--- src/rtl/irq4_aggregator_v_pkg.sv ---
// Shared types and constants for the four-source event aggregator.
// The FSM encoding is 2 bits wide and matches the consumer's debug decoders.
package irq4_aggregator_v_pkg;

    localparam int ID_W  = 2;
    localparam int N_SRC = 4;

    typedef enum logic [1:0] {
        ST_IDLE   = 2'd0,
        ST_ASSERT = 2'd1,
        ST_GAP    = 2'd2
    } state_t;

endpackage

--- src/rtl/irq4_aggregator_v_if.sv ---
// Event/request bundle between the event sources, the aggregator and its consumer.
// Handshake: o_irq is valid and i_ack is ready; a request transfers on the edge where both are 1.
import irq4_aggregator_v_pkg::*;

interface irq4_aggregator_v_if #(
    parameter int CNT_W = 4
) ();

    logic             i_a;
    logic             i_b;
    logic             i_c;
    logic             i_d;
    logic [3:0]       i_mask;
    logic             i_ack;
    logic             o_irq;
    logic [ID_W-1:0]  o_id;
    logic [3:0]       o_pend;
    logic [CNT_W-1:0] o_ovf_cnt;
    state_t           dbg_state;

    modport master (
        output i_a, i_b, i_c, i_d, i_mask, i_ack,
        input  o_irq, o_id, o_pend, o_ovf_cnt, dbg_state
    );

    modport slave (
        input  i_a, i_b, i_c, i_d, i_mask, i_ack,
        output o_irq, o_id, o_pend, o_ovf_cnt, dbg_state
    );

endinterface

--- src/rtl/irq4_aggregator_v_prio_enc.sv ---
// Fixed-priority encoder over four requests; bit 0 wins. Valid comes from the shared OR4 cell.
import irq4_aggregator_v_pkg::*;

module irq4_aggregator_v_prio_enc (
    input  logic [N_SRC-1:0] req,
    output logic [ID_W-1:0]  id,
    output logic             valid
);

    or4_gate_v u_or4 (
        .a (req[0]),
        .b (req[1]),
        .c (req[2]),
        .d (req[3]),
        .y (valid)
    );

    always_comb begin
        id = 2'd0;
        if (req[0])      id = 2'd0;
        else if (req[1]) id = 2'd1;
        else if (req[2]) id = 2'd2;
        else if (req[3]) id = 2'd3;
    end

endmodule

--- src/rtl/or4_gate_v.sv ---
// Four-input OR reduction cell.
module or4_gate_v (
    input  logic a,
    input  logic b,
    input  logic c,
    input  logic d,
    output logic y
);

    assign y = a | b | c | d;

endmodule

--- src/rtl/irq4_aggregator_v.sv ---
// Four-source event aggregator: edge/level capture into sticky pending bits, masking,
// fixed-priority arbitration and a single acked request with a guaranteed idle gap.
import irq4_aggregator_v_pkg::*;

module irq4_aggregator_v #(
    parameter bit EDGE_MODE = 1'b1,
    parameter int CNT_W     = 4
) (
    input  logic                i_clk,
    input  logic                i_rst,
    irq4_aggregator_v_if.slave  bus
);

    state_t           state_q;
    state_t           state_d;
    logic [ID_W-1:0]  id_q;
    logic [3:0]       prev_q;
    logic [3:0]       pend_q;
    logic [3:0]       pend_d;
    logic [CNT_W-1:0] cnt_q;
    logic [CNT_W-1:0] cnt_d;

    logic [3:0]       in_vec;
    logic [3:0]       evt;
    logic [3:0]       clr;
    logic [3:0]       ovf;
    logic [3:0]       req;
    logic [ID_W-1:0]  win_id;
    logic             any_req;
    logic             accept;
    logic [2:0]       ovf_n;
    logic [CNT_W+2:0] cnt_sum;

    localparam logic [CNT_W+2:0] CNT_MAX = {3'b000, {CNT_W{1'b1}}};

    assign in_vec = {bus.i_d, bus.i_c, bus.i_b, bus.i_a};
    assign evt    = EDGE_MODE ? (in_vec & ~prev_q) : in_vec;
    assign req    = pend_q & ~bus.i_mask;

    // Ack only counts while the request is actually presented.
    assign accept = (state_q == ST_ASSERT) && bus.i_ack;
    assign clr    = accept ? (4'b0001 << id_q) : 4'b0000;

    // A new event on a bit being cleared re-arms it instead of counting as lost.
    assign pend_d = (pend_q & ~clr) | evt;
    assign ovf    = evt & pend_q & ~clr;

    assign ovf_n   = 3'(ovf[0]) + 3'(ovf[1]) + 3'(ovf[2]) + 3'(ovf[3]);
    assign cnt_sum = {3'b000, cnt_q} + {{CNT_W{1'b0}}, ovf_n};
    assign cnt_d   = (cnt_sum > CNT_MAX) ? {CNT_W{1'b1}} : cnt_sum[CNT_W-1:0];

    irq4_aggregator_v_prio_enc u_prio (
        .req   (req),
        .id    (win_id),
        .valid (any_req)
    );

    always_ff @(posedge i_clk) begin
        if (i_rst) begin
            state_q <= ST_IDLE;
        end else begin
            state_q <= state_d;
        end
    end

    always_comb begin
        state_d = state_q;
        unique case (state_q)
            ST_IDLE:   if (any_req) state_d = ST_ASSERT;
            ST_ASSERT: if (bus.i_ack) state_d = ST_GAP;
            ST_GAP:    state_d = ST_IDLE;
            default:   state_d = ST_IDLE;
        endcase
    end

    always_comb begin
        bus.o_irq     = (state_q == ST_ASSERT);
        bus.o_id      = id_q;
        bus.o_pend    = pend_q;
        bus.o_ovf_cnt = cnt_q;
        bus.dbg_state = state_q;
    end

    // The id is captured only on entry to ASSERT, so it cannot move under a live request.
    always_ff @(posedge i_clk) begin
        if (i_rst) begin
            id_q   <= '0;
            prev_q <= '0;
            pend_q <= '0;
            cnt_q  <= '0;
        end else begin
            if (state_q == ST_IDLE && any_req) begin
                id_q <= win_id;
            end
            prev_q <= in_vec;
            pend_q <= pend_d;
            cnt_q  <= cnt_d;
        end
    end

endmodule

--- src/flat_wrapper.sv ---
// flat-port wrapper written by rule: the top's interface ports become plain ports
module irq4_aggregator_v_flat 
#(
    parameter bit EDGE_MODE = 1'b1,
    parameter int CNT_W     = 4
)
  (i_clk, i_rst, bus_i_a, bus_i_b, bus_i_c, bus_i_d, bus_i_mask, bus_i_ack, bus_o_irq, bus_o_id, bus_o_pend, bus_o_ovf_cnt, bus_dbg_state);
  irq4_aggregator_v_if #(.CNT_W(CNT_W)) bus_i ();
  input  logic i_clk;
  input  logic i_rst;
  input wire logic [$bits(bus_i.i_a)-1:0] bus_i_a;
  input wire logic [$bits(bus_i.i_b)-1:0] bus_i_b;
  input wire logic [$bits(bus_i.i_c)-1:0] bus_i_c;
  input wire logic [$bits(bus_i.i_d)-1:0] bus_i_d;
  input wire logic [$bits(bus_i.i_mask)-1:0] bus_i_mask;
  input wire logic [$bits(bus_i.i_ack)-1:0] bus_i_ack;
  output wire logic [$bits(bus_i.o_irq)-1:0] bus_o_irq;
  output wire logic [$bits(bus_i.o_id)-1:0] bus_o_id;
  output wire logic [$bits(bus_i.o_pend)-1:0] bus_o_pend;
  output wire logic [$bits(bus_i.o_ovf_cnt)-1:0] bus_o_ovf_cnt;
  output wire logic [$bits(bus_i.dbg_state)-1:0] bus_dbg_state;
  assign bus_i.i_a = bus_i_a;
  assign bus_i.i_b = bus_i_b;
  assign bus_i.i_c = bus_i_c;
  assign bus_i.i_d = bus_i_d;
  assign bus_i.i_mask = bus_i_mask;
  assign bus_i.i_ack = bus_i_ack;
  assign bus_o_irq = bus_i.o_irq;
  assign bus_o_id = bus_i.o_id;
  assign bus_o_pend = bus_i.o_pend;
  assign bus_o_ovf_cnt = bus_i.o_ovf_cnt;
  assign bus_dbg_state = bus_i.dbg_state;
  irq4_aggregator_v #(.EDGE_MODE(EDGE_MODE), .CNT_W(CNT_W)) u_core (.i_clk(i_clk), .i_rst(i_rst), .bus(bus_i));
endmodule
--- config.mk ---
export PLATFORM = sky130hd
export DESIGN_NAME = irq4_aggregator_v_flat
export DESIGN_NICKNAME = d
export VERILOG_FILES = /design/src/rtl/irq4_aggregator_v_pkg.sv /design/src/rtl/irq4_aggregator_v_if.sv /design/src/rtl/irq4_aggregator_v_prio_enc.sv /design/src/rtl/or4_gate_v.sv /design/src/rtl/irq4_aggregator_v.sv /design/src/flat_wrapper.sv
export SDC_FILE = /design/constraint.sdc
export NUM_CORES = 1
export LEC_CHECK = 0
export CAP_MARGIN = 20
export CELL_PAD_IN_SITES_DETAIL_PLACEMENT = 0
export CELL_PAD_IN_SITES_GLOBAL_PLACEMENT = 1
export CORE_ASPECT_RATIO = 0.6
export CORE_MARGIN = 3
export CORE_UTILIZATION = 35
export CTS_CLUSTER_SIZE = 30
export DETAILED_ROUTE_END_ITERATION = 16
export PLACE_DENSITY_LB_ADDON = 0.1
export REMOVE_ABC_BUFFERS = 1
export SYNTH_ARGS = -nofsm -noshare
export SYNTH_HDL_FRONTEND = slang
export SYNTH_SLANG_ARGS = --single-unit
--- constraint.sdc ---
create_clock -name i_clk -period 4.4 [get_ports i_clk]
set_input_delay 0.88 -clock i_clk [delete_from_list [all_inputs] [get_ports i_clk]]
set_output_delay 0.88 -clock i_clk [all_outputs]
set_load 0.02 [all_outputs]
==> flow_summary_export.csv <==
group,metric,value,unit
yosys,synth_cell_types,23,
timing,setup_viol,0,
run,maxCapViolCount,0,
floorplanning,fp-row-count,12,
grt,gr-usage-met2,13.8,%
floorplanning,core,0.00197,mm2
floorplanning,die_h,42.3,um
timing,final-hold-violation-count,0,
pwr,power.density,339,mW/mm2
grt,grt_usage,12.9,%
placed_design,place.gp.congestion,0.767,
clock_tree,clockRootBuffer,"clkbuf_8",
yosys,synth_seq_area_share,41.7,%
yosys,syn-cell-area,768,um2
timing,fin_crit_sh,79.9,%
yosys,synth_ff_type,"dfxtp_1",
yosys,yosysTopAreaCellShare,41.7,%
grt,grt_antenna_before_repair,0,
clock_tree,post_cts_buffers,0,
timing,finClkSkew,0.00337,ns
detailed_routing,ant_nets,0,
setup_path,path_max_fanout,3,
detailed_routing,dr.pass1.iters,4,
run_status,outcome,"completed",
final_layout,insertedDiodeCount,0,
setup_path,max_stage_delay,0.53,ns
yosys,synth_common_cells,"dfxtp_1 (16), a21oi_1 (9), nand2b_1 (9), nor2_1 (9), nor2b_1 (6)",
yosys,yosys-top-cells-area,"dfxtp_1 (42%), ha_1 (8.1%), nand2b_1 (7.3%)",
detailed_routing,drt-initial-drc-count,28,
floorplanning,die_x,66.5,um
setup_path,crit_type,"input pin to flip-flop",
grt,met3_usage,5.90,%
grt,grt-busiest-layer,"met1",
yosys,yosysMostFrequentCell,"dfxtp_1",
yosys,async_reset_ff_share,0,%
final_layout,fin_nets,126,
grt,globalRoute.totalOverflow,0,
floorplanning,initial_core_util,39.1,%
clock_tree,cts.sinks,16,
yosys,yosysWarnings,0,
grt,grt_pass1_vias,565,
timing,rsz0062_at_grt,"no",
clock_tree,postCtsHoldBufs,0,
setup_path,r2r-start,"u_core.bus.dbg_state[0]$_SDFFE_PP0P_",
pwr,ir_worst_vdd,0.176,mV
detailed_routing,wl,1640,um
detailed_routing,drt-vias-per-instance,4.69,
min_path,worstHoldStart,"u_core.prev_q[3]$_SDFF_PP0_",
yosys,synth-seq-cells,16,
grt,grt_max_degree,17,
timing,holdWs,0.519,ns
timing,slew_viol_final,0,
detailed_routing,drc_errors,0,
grt,grtUsageMet1,21.6,%
grt,grt_pass1_wl,2720,um
placed_design,place_area,0.00103,mm2
yosys,avgSynthCellArea,9.48,um2
clock_tree,cts_resized,0,
min_path,hold_class,"flip-flop to flip-flop",
clock_tree,clkTransAtPathRegs,0.06,ns
floorplanning,ios,24,
setup_path,critPathArrivalTime,3.62,ns
final_layout,final_cells,134,
clock_tree,clock_path_buffers,2,
placed_design,port_buffers,23,
setup_path,critPathSlowestCell,"clkdlybuf4s50_1",
clock_tree,htreeDepth,1,
clock_tree,cts_tree,"built",
placed_design,dp.cells,131,
timing,worst_slew_pin_slew,0.643,ns
pwr,power.leakage,0.430,nW
final_layout,drive_gt1_share,8.49,%
yosys,syn_inst,81,
timing,setup_tns,0,ns
setup_path,critPathLaunchType,"input pin",
placed_design,hpwl,1310,um
setup_path,crit_chain,"clkdlybuf4s50_1 > nand2_2 > o31ai_2 > nor2_1 > ha_1 > fa_1 > ha_1 > fa_1 > nand2_1 > nand2b_1 > nand2_1 > a21oi_1",
floorplanning,die-area,0.00281,mm2
final_layout,syn_to_final_growth,39.4,%
timing,fmax,285,MHz
setup_path,critPathBufInv,1,
detailed_routing,avgRoutedWirePerCell,12.3,um
setup_path,crit_required,4.50,ns
setup_path,cp-end-kind,"flip-flop",
yosys,synth_edf_count,0,
timing,period_needed,3.51,ns
final_layout,post-route-cell-area,0.00107,mm2
clock_tree,cts_made_buffers,3,
detailed_routing,vias,628,
clock_tree,clock_latency,0.25,ns
timing,slew_headroom,57.0,%
setup_path,critPathLaunch,"bus_i_ack",
yosys,yosysTopAreaCell,"dfxtp_1",
setup_path,crit_family,"adder cells",
worst paths after layout:
check | to | cells past startpoint | slack (ns)
worst max-delay path | u_core.bus.o_ovf_cnt[1]$_SDFF_PP0_ | 12 | 0.89
worst min-delay path | u_core.bus.o_pend[3]$_SDFF_PP0_ | 2 | 0.52
worst max register to register | u_core.bus.o_ovf_cnt[1]$_SDFF_PP0_ | 12 | 1.47
worst min register to register | u_core.bus.o_pend[3]$_SDFF_PP0_ | 2 | 0.52
cells in the final DEF, fill, tap and decap left out, types with 2 or more instances in the layout:
cell type,n
a211oi_1,2
a21oi_1,9
clkbuf_8,3
clkdlybuf4s50_1,23
dfxtp_1,16
fa_1,2
ha_1,5
inv_1,3
nand2_1,4
nand2b_1,9
nor2_1,9
nor2b_1,6
nor3_1,2
o21ai_1,2
o31ai_2,2
logic make-up after synthesis:
| family | count (synthesis) | share of synthesized area [%] |
|---|---|---|
| simple gates | 35 | 25.6 |
| compound gates | 19 | 17.4 |
| flops | 16 | 41.7 |
| fa+ha+maj | 7 | 13.4 |
| buf+inv | 4 | 1.95 |
state kept, by name, indices dropped and copies added (netlist names):
name,cells
u_core.bus.o_ovf_cnt,4
u_core.bus.o_pend,4
u_core.prev_q,4
u_core.bus.dbg_state,2
u_core.bus.o_id,2
through the flow:
stage               util, %  power (W)  setup slack (ns)
finish                 54.5   0.000363             0.886
global route           54.5   0.000384             0.641
CTS                    54.5   0.000368             0.864
detailed placement     52.4   0.000261             0.603
global placement       52.4   0.000261             0.653
floorplan                 -   0.000218              1.39
power breakdown:
group	leakage [nW]	switching [W]	internal (W)
Clock	0.0216	0.0000457	0.0000606
Combinational	0.276	0.0000436	0.0000451
Sequential	0.132	0.0000111	0.000157
Total	0.430	0.000100	0.000263
final cells by class:
cell class / instances / area [um2]
flip-flops and latches: 16 / 320
inverters: 3 / 11.3
well taps: 28 / 35.0
fillers: 181 / 896
multi-input cells: 61 / 433
repair buffers: 23 / 230
clock buffers: 3 / 41.3
routing by layer:
layer / vias to the layer above / wire [um]
li1: 334 / -
met1: 276 / 1000
met2: 16 / 530
met3: 2 / 106
met4: 0 / 8
met5: - / 0
worst reg2reg max path: cells and delay by family (launching register included):
family	cells	cell delay, ns
AOI/OAI and AO/OA	2	0.29
and+or+nand+nor	6	0.61
adders and majority gates	4	1.47
DFF	1	0.40
Power figures use the tool's default switching activity.
